<file path="src/rtl/tone_sequencer.sv">
`default_nettype none
// ==========================================================================
// tone_sequencer : song-ROM note sequencer with live-keyboard override.
// Optional macro TONE_SEQUENCER_LOOP_EN repeats the song until stop/reset.
// Revision: 1.0
// ==========================================================================
module tone_sequencer #(
  parameter int unsigned BEAT_CYC = 12500000,
  parameter int unsigned GAP_CYC  = 2000000
) (
  input  logic       clk,
  input  logic       rst,
  input  logic       play,
  input  logic       stop,
  input  logic       live_on,
  input  logic [4:0] live_key,
  output logic [5:0] rom_addr,
  input  logic [8:0] rom_data,
  output logic       key_on,
  output logic [4:0] key,
  output logic       busy,
  output logic       song_done
);

  localparam logic [31:0] C_BEAT = 32'(BEAT_CYC);
  localparam logic [31:0] C_GAP  = 32'(GAP_CYC);
  localparam logic [5:0]  C_LAST = 6'd63;

  typedef enum logic [2:0] {
    S_IDLE  = 3'd0,
    S_FETCH = 3'd1,
    S_LATCH = 3'd2,
    S_NOTE  = 3'd3,
    S_GAP   = 3'd4
  } state_t;

  state_t      state_q, state_d;
  logic [5:0]  idx_q, idx_d;
  logic [31:0] cnt_q, cnt_d;
  logic [5:0]  rom_addr_q, rom_addr_d;
  logic        seq_on_q, seq_on_d;
  logic [4:0]  seq_key_q, seq_key_d;
  logic        key_on_q, key_on_d;
  logic [4:0]  key_q, key_d;
  logic        busy_q, busy_d;
  logic        song_done_q, song_done_d;
  logic        song_end;

  always_comb begin
    state_d     = state_q;
    idx_d       = idx_q;
    cnt_d       = cnt_q;
    rom_addr_d  = rom_addr_q;
    seq_on_d    = seq_on_q;
    seq_key_d   = seq_key_q;
    song_done_d = 1'b0;
    song_end    = 1'b0;

    // The sequencer is frozen in place while the live keyboard owns the outputs.
    if (!live_on) begin
      case (state_q)
        S_IDLE: begin
          if (play) begin
            state_d    = S_FETCH;
            idx_d      = '0;
            rom_addr_d = '0;
          end
        end
        S_FETCH: state_d = S_LATCH;
        S_LATCH: begin
          if (rom_data[8]) begin
            song_end = 1'b1;
          end else begin
            state_d   = S_NOTE;
            cnt_d     = ({29'd0, rom_data[2:0]} + 32'd1) * C_BEAT;
            seq_on_d  = ~rom_data[7];
            seq_key_d = rom_data[7] ? 5'd0 : rom_data[7:3];
          end
        end
        S_NOTE: begin
          if (cnt_q <= 32'd1) begin
            state_d   = S_GAP;
            cnt_d     = C_GAP;
            seq_on_d  = 1'b0;
            seq_key_d = 5'd0;
          end else begin
            cnt_d = cnt_q - 32'd1;
          end
        end
        S_GAP: begin
          if (cnt_q <= 32'd1) begin
            if (idx_q == C_LAST) begin
              song_end = 1'b1;
            end else begin
              state_d    = S_FETCH;
              idx_d      = idx_q + 6'd1;
              rom_addr_d = idx_q + 6'd1;
            end
          end else begin
            cnt_d = cnt_q - 32'd1;
          end
        end
        default: state_d = S_IDLE;
      endcase
    end

    // End marker and index wrap share one termination path.
    if (song_end) begin
      song_done_d = 1'b1;
      idx_d       = '0;
      cnt_d       = '0;
`ifdef TONE_SEQUENCER_LOOP_EN
      state_d     = S_FETCH;
      rom_addr_d  = '0;
`else
      state_d     = S_IDLE;
`endif
    end

    if (stop) begin
      state_d     = S_IDLE;
      idx_d       = '0;
      cnt_d       = '0;
      rom_addr_d  = '0;
      seq_on_d    = 1'b0;
      seq_key_d   = 5'd0;
      song_done_d = 1'b0;
    end

    busy_d   = (state_d != S_IDLE);
    key_on_d = live_on | seq_on_d;
    key_d    = live_on ? live_key : seq_key_d;
  end

  always_ff @(posedge clk or negedge rst) begin
    if (!rst) begin
      state_q     <= S_IDLE;
      idx_q       <= '0;
      cnt_q       <= '0;
      rom_addr_q  <= '0;
      seq_on_q    <= 1'b0;
      seq_key_q   <= 5'd0;
      key_on_q    <= 1'b0;
      key_q       <= 5'd0;
      busy_q      <= 1'b0;
      song_done_q <= 1'b0;
    end else begin
      state_q     <= state_d;
      idx_q       <= idx_d;
      cnt_q       <= cnt_d;
      rom_addr_q  <= rom_addr_d;
      seq_on_q    <= seq_on_d;
      seq_key_q   <= seq_key_d;
      key_on_q    <= key_on_d;
      key_q       <= key_d;
      busy_q      <= busy_d;
      song_done_q <= song_done_d;
    end
  end

  assign rom_addr  = rom_addr_q;
  assign key_on    = key_on_q;
  assign key       = key_q;
  assign busy      = busy_q;
  assign song_done = song_done_q;

endmodule
`default_nettype wire

</file>
<file path="config.mk">
export PLATFORM = sky130hd
export DESIGN_NAME = tone_sequencer
export DESIGN_NICKNAME = d
export VERILOG_FILES = /design/src/rtl/tone_sequencer.sv
export SDC_FILE = /design/constraint.sdc
export NUM_CORES = 1
export LEC_CHECK = 0
export CORE_MARGIN = 2
export CORE_UTILIZATION = 55
export DETAILED_ROUTE_END_ITERATION = 16
export DONT_BUFFER_PORTS = 1
export MAX_ROUTING_LAYER = met4
export PLACE_DENSITY = 0.7
export SYNTH_ARGS = -nofsm -noshare
export SYNTH_HDL_FRONTEND = slang
export SYNTH_SLANG_ARGS = --single-unit
</file>
<file path="constraint.sdc">
create_clock -name clk -period 3.3 [get_ports clk]
set_input_delay 0.33 -clock clk [delete_from_list [all_inputs] [get_ports clk]]
set_output_delay 0.33 -clock clk [all_outputs]
set_load 0.01 [all_outputs]
</file>
==> results of run 1 <==
cell type report:
type | count | area, um^2
clock buffer | 9 | 124
clock inverter | 7 | 97.6
fill | 717 | 2820
inverter | 26 | 108
multi-input combinational | 408 | 2900
sequential | 61 | 1530
tap | 105 | 131
timing repair buffer | 48 | 383
cells in the mapped netlist (all sizes together), types with 4 or more instances:
master   n  area share, %
dfrtp   61             34
nor2    52            4.7
nand2   38            3.1
o21ai   37            4.1
a21oi   31            3.4
inv     26            2.2
ha      24            6.6
nor3    22            2.4
clkbuf  17            1.4
nor4    16            3.0
xnor2   15            2.9
nand3   14            1.9
a21o    12            2.0
o22ai   11            1.7
xor2    11            2.1
a22oi    8            1.3
buf      8           0.91
fa       8            3.5
a211oi   7            1.2
or3      7           0.97
or4      7            1.4
a31oi    6           0.83
and2     6           0.83
o31ai    6           0.99
o21a     5           0.83
a32oi    4           0.77
and3     4           0.55
nand2b   4           0.55
nor2b    4           0.55
o221ai   4           0.77
repair_timing:
item	4_1_cts	5_1_grt
endpoints found under the hold margin	61	0
setup endpoints to repair	2	9
pin swaps	2	11
setup buffers	0	1
cloned	0	0
hold buffers	2	0
resized for setup	0	10
worst max-delay path: cells and delay by family:
family | cells | cell delay, ns
buf+inv | 2 | 0.11
fa+ha+maj | 4 | 1.48
compound gates | 6 | 1.22
xor+xnor | 2 | 0.30
metal layers:
| metal | GRT usage, % | wire [um] | up-vias |
|---|---|---|---|
| met1 | 42.8 | 5800 | 2053 |
| met2 | 42.7 | 5440 | 144 |
| met3 | 5.67 | 722 | 19 |
| li1 | - | - | 2008 |
| met5 | - | 0 | - |
| met4 | 7.37 | 174 | 0 |
kinds of logic after synthesis:
| group | share of synthesized area [%] |
|---|---|
| and+or+nand+nor | 22.4 |
| DFF | 33.7 |
| adders and majority gates | 10.2 |
| buffers and inverters | 4.48 |
| xor gates and xnor gates | 5.03 |
| AOI/OAI and AO/OA | 23.8 |
| muxes | 0.470 |
flip-flops by register name, indices dropped and copies added, names as in the netlist:
signal and flops:
busy 1, cnt_q 32, key 5, idx_q 6, seq_on_q 1, key_on 1, rom_addr 6, song_done 1
state_q 3, seq_key_q 5
layout by cell type (no fill, tap or decap), types with 11 or more instances in the layout:
cell,n
a21o_1,12
a21oi_1,27
buf_4,46
dfrtp_1,61
ha_1,21
inv_1,22
nand2_1,38
nand3_1,12
nor2_1,51
nor3_1,22
nor4_1,13
o21ai_0,34
xnor2_1,14
xor2_1,11
worst min path at each step:
stage                     startpoint                endpoint  depth (start not counted)
after floorplan                  rst          busy$_DFF_PN0_                          0
after global placement           rst   cnt_q[18]$_DFFE_PN0P_                          0
after detailed placement         rst   cnt_q[18]$_DFFE_PN0P_                          0
after CTS                       stop  seq_key_q[0]$_DFF_PN0_                          1
after global routing            stop  seq_key_q[0]$_DFF_PN0_                          1
final                           stop     song_done$_DFF_PN0_                          1
stage by stage:
step | hold slack [ns] | instances | TNS (ns)
after floorplan | 0.0344 | 520 | -2.75
final | 0.0459 | 664 | 0
after CTS | 0.0309 | 663 | 0
after global routing | 0.0191 | 664 | -0.0669
after global placement | 0.0363 | 645 | -2.03
after detailed placement | 0.0363 | 645 | -2.68
where the power goes:
group | internal, mW | leakage, nW | switching [mW] | total (mW)
combinational | 0.542 | 1.47 | 0.680 | 1.22
clock | 0.427 | 0.106 | 0.327 | 0.755
sequential | 0.776 | 0.837 | 0.0406 | 0.817
total | 1.75 | 2.42 | 1.05 | 2.79
==> results.toml, run 1 <==
[setup_path]
slowest_stage = "fa_2"
path_class = "in -> reg"
crit_chain = "ha_4, xnor2_2, fa_2, inv_2, fa_1, inv_2, ha_4, a211o_1, a21oi_2, a21oi_2, a221o_1, xor2_1, a22oi_1, o22ai_1"
worst_setup_path_end_kind = "flop"
ff2ff_path_depth = 7
setup.worst_path.start = "rom_data[0]"
r2r_setup_slack_ns = 0.30
cp.required_ns = 3.50
cp_slowest_stage_delay_ns = 0.59
endpoint = "cnt_q[23]$_DFFE_PN0P_"
r2r_end = "cnt_q[29]$_DFFE_PN0P_"
crit-reg2reg-launch = "cnt_q[4]$_DFFE_PN0P_"
crit_fanout = 12
startpoint_type = "input port"
cp.arrival_ns = 3.45

[placed_design]
post-place-ws_ns = -0.383
portBuffers = 0
placement.cell_area_um2 = 4940
hpwl_um = 9110
place.gp.congestion = 0.958

[power]
ir_drop_mv = 0.281
p_per_area_nw_per_um2 = 530
power_mw = 2.79
total_leakage_power_nw = 2.42

[floorplanning]
rows = 33
initial_core_util_pct = 56.0
dieArea_um2 = 8980
fp.dieW_um = 94.7
core_area_um2 = 8090
die_h_um = 94.7
io_pins = 33

[global_routing]
grt_pass1_wl_um = 19900
antenna_found_initial = 0
grt_max_degree = 62
overflow = 0
first_global_vias = 3912
grt_usage_pct = 29.5

[finish]
post-route-cell-area_um2 = 5270
utilization_pct = 65.1
drive_above_1_share_pct = 17.2
antenna_cells = 0
finalNetCount = 605
syn2layout_area_growth_pct = 16.3

[cts]
cts_sinks = 61
insertion_delay_ns = 0.35
htreeDepth = 3
clk_pin_slew_worst_paths_ns = 0.07
cts_buffer_depth = 2
clock-root-buffer = "clkbuf_8"
cts_buffers = 9
cts_tree = "done"

[timing]
setup_slack_ns = 0.0505
fin_crit_sh_pct = 98.5
setup_violations = 0
max_freq_ghz = 0.308
relSlewSlack_pct = 46.2
hold_viol_final = 0
finClkSkew_ns = 0.0145
tightest_slew_ns = 0.799
slew_violations = 0
period_needed_ns = 3.25

[synth]
synthFlopType = "dfrtp_1"
ys_warn_count = 0
syn_area_um2 = 4530
synth_seq_area_share_pct = 33.7
synth_edf_count = 0
syn_nets = 571
async_flop_share_pct = 100
synth.distinct_cells = 69
synth_cells = 520
avgSynthCellArea_um2 = 8.71
ys_ff_latch = 61

[drt]
drc = 0
routedWlPerCell_um = 18.3
routed_via_density = 6.36
drtIter0Drc = 378
ant_nets = 0
drt_pass1_iterations = 5
routed_wl_um = 12100
vias = 4224

[min_path]
hold_class = "in -> reg"

[status]
status = "completed"

[run]
cap_viol_max_count = 0
(Power assumes the default switching activity.)
==> inputs of run 2 (changes only) <==
Settings changed: ABC_AREA from default to 1.
==> results.toml, run 2 <==
[setup_path]
cp.arrival_ns = 3.21
crit-reg2reg-launch = "cnt_q[0]$_DFFE_PN0P_"
worst_setup_path_end_kind = "flop"
ff2ff_path_depth = 13
cp.required_ns = 3.52
startpoint_type = "input port"
crit_fanout = 11
r2r_end = "cnt_q[8]$_DFFE_PN0P_"
path_class = "in -> reg"
r2r_setup_slack_ns = 0.92

[run]
cap_viol_max_count = 0

[power]
swShare_pct = 42.1
p_clk_share_pct = 23.1
total_leakage_power_nw = 2.94
ir_drop_mv = 0.325
p_per_area_nw_per_um2 = 503
p_switching_mw = 1.14
seqPwrFrac_pct = 30.5
power_mw = 2.70
internal_power_mw = 1.56
combPwrFrac_pct = 46.3

[drt]
routed_wl_um = 13000
wl_met1_um = 6330
drt_pass1_iterations = 5
drc = 0
wl_met2_um = 5600
vias = 4655
ant_nets = 0
drtIter0Drc = 327
highest_layer = "met4"
wl_met3_um = 966
routedWlPerCell_um = 15.4
routed_via_density = 5.50

[timing]
whs_ns = 0.0512
rsz0062_at_grt = "false"
fin_crit_sh_pct = 90.5
period_needed_ns = 2.99
max_freq_ghz = 0.335
hold_viol_final = 0
tightest_slew_ns = 0.656
setup_tns_ns = 0
setup_violations = 0
relSlewSlack_pct = 56.1
slew_violations = 0
finClkSkew_ns = 0.00836

[finish]
finalNetCount = 785
layout_common_cells = "nand2_1 (200), inv_1 (84), nor2_1 (76), nand3_1 (64), dfrtp_1 (61)"
syn2layout_area_growth_pct = 9.27
post-route-cell-area_um2 = 5370
largest_reg_flops = 32
drive_above_1_share_pct = 11.1
utilization_pct = 61.9
antenna_cells = 0
final_common_cell = "nand2_1"
regMostFlops = "cnt_q"

[synth]
syn_nets = 767
yosys.area_share.simple_pct = 35.5
avgSynthCellArea_um2 = 6.86
synth_xor_area_share_pct = 4.81
synthFlopType = "dfrtp_1"
synthMuxAreaShare_pct = 0
syn_area_um2 = 4910
synth_cells = 716
ys_top_cells_by_area = "dfrtp_1 (31%), nand2_1 (15%), inv_1 (6.6%), nand3_1 (6.5%), ha_1 (6.1%)"
ys_warn_count = 0
ys_ff_latch = 61
synth_compound_area_share_pct = 9.52
synth_edf_count = 0
yosys.cell_count.top_type = "nand2_1"
synth_seq_area_share_pct = 31.1
async_flop_share_pct = 100
synthAdderAreaFrac_pct = 9.37
synth_area_leader_cell = "dfrtp_1"
synthTopCellsByCount = "nand2_1 (201), inv_1 (86), nor2_1 (76)"
yosys.area.top_type_share_pct = 31.1
synth_top_family_by_area = "simple AND/OR/NAND/NOR gates"
synth.distinct_cells = 41

[cts]
clock-root-buffer = "clkbuf_8"
cts_sinks = 61
clk_pin_slew_worst_paths_ns = 0.07
insertion_delay_ns = 0.33
htreeDepth = 3
cts_buffer_depth = 2
cts_buffers = 9
cts_tree = "done"

[placed_design]
placement.cell_area_um2 = 5140
place.gp.congestion = 0.989
hpwl_um = 9920
portBuffers = 0

[min_path]
min-delay-start = "stop"
hold_path_end = "song_done$_DFF_PN0_"
hold_class = "in -> reg"
min_path_cells = 1

[floorplanning]
core_area_um2 = 8680
rows = 34
initial_core_util_pct = 56.6
io_pins = 33
fp.dieW_um = 98.5
dieArea_um2 = 9710
die_h_um = 98.5

[global_routing]
first_global_vias = 4579
antenna_found_initial = 0
grt_pass1_wl_um = 22400
grt_max_degree = 62
grt_usage_pct = 29.2
overflow = 0

[status]
status = "completed"
## run 2: worst max path at each step
stage                            endpoint  depth (start not counted)   startpoint  slack [ns]
floorplan           cnt_q[19]$_DFFE_PN0P_                         18  rom_data[0]       0.005
global placement    cnt_q[23]$_DFFE_PN0P_                         15  rom_data[0]        0.03
detailed placement  cnt_q[27]$_DFFE_PN0P_                         17  rom_data[0]       -0.07
CTS                 cnt_q[23]$_DFFE_PN0P_                         16  rom_data[0]        0.29
global route        cnt_q[23]$_DFFE_PN0P_                         16  rom_data[0]        0.09
finish              cnt_q[26]$_DFFE_PN0P_                         16  rom_data[0]        0.31
## run 2: critical path, cell delays in order
cell and delay (ns):
ha_1 0.21, xnor2_2 0.17, fa_1 0.60, inv_1 0.08, fa_1 0.62, inv_2 0.08, ha_4 0.28, nand2_1 0.07
nor2_1 0.16, nand3_1 0.09, nand3_1 0.14, nand2_1 0.09, nand3_1 0.09, nand3_1 0.07, nand3_1 0.08, nand2_1 0.05
## run 2: metrics by stage
step	worst slack, ns	std cells
after floorplan	0.00492	716
after global placement	0.0300	829
after detailed placement	-0.0713	829
after CTS	0.294	846
after global routing	0.0927	846
final	0.314	846
## run 2: repair_timing
action,4_1_cts,5_1_grt
endpoints found under the hold margin,61,0
gates resized for setup,0,1
setup endpoints to repair,0,1
buffers inserted,0,0
hold buffers,2,0
## run 2: metal layers
layer	vias up	GRT usage [%]
met3	12	5.74
li1	2320	-
met4	0	6.32
met5	-	-
met2	170	42.4
met1	2153	42.7
## run 2: cell type report
class | count | area [um^2]
Fill cell | 846 | 3310
Multi-Input combinational cell | 539 | 2950
Sequential cell | 61 | 1530
Inverter | 101 | 387
Timing Repair Buffer | 22 | 188
Clock buffer | 12 | 165
Tap cell | 108 | 135
Clock inverter | 3 | 20.0
## run 2: cell families after synthesis
group / after synthesis
simple gates: 396
buf+inv: 116
compound gates: 84
flops: 61
fa+ha+maj: 32
xor+xnor: 27
## run 2: power by group through the flow
stage	combinational (mW)	sequential (mW)	clock (mW)
finish	1.25	0.824	0.625
detailed placement	1.21	0.837	0
floorplan	0.890	0.828	0
global route	1.41	0.828	0.660
CTS	1.24	0.823	0.635
global placement	1.19	0.837	0
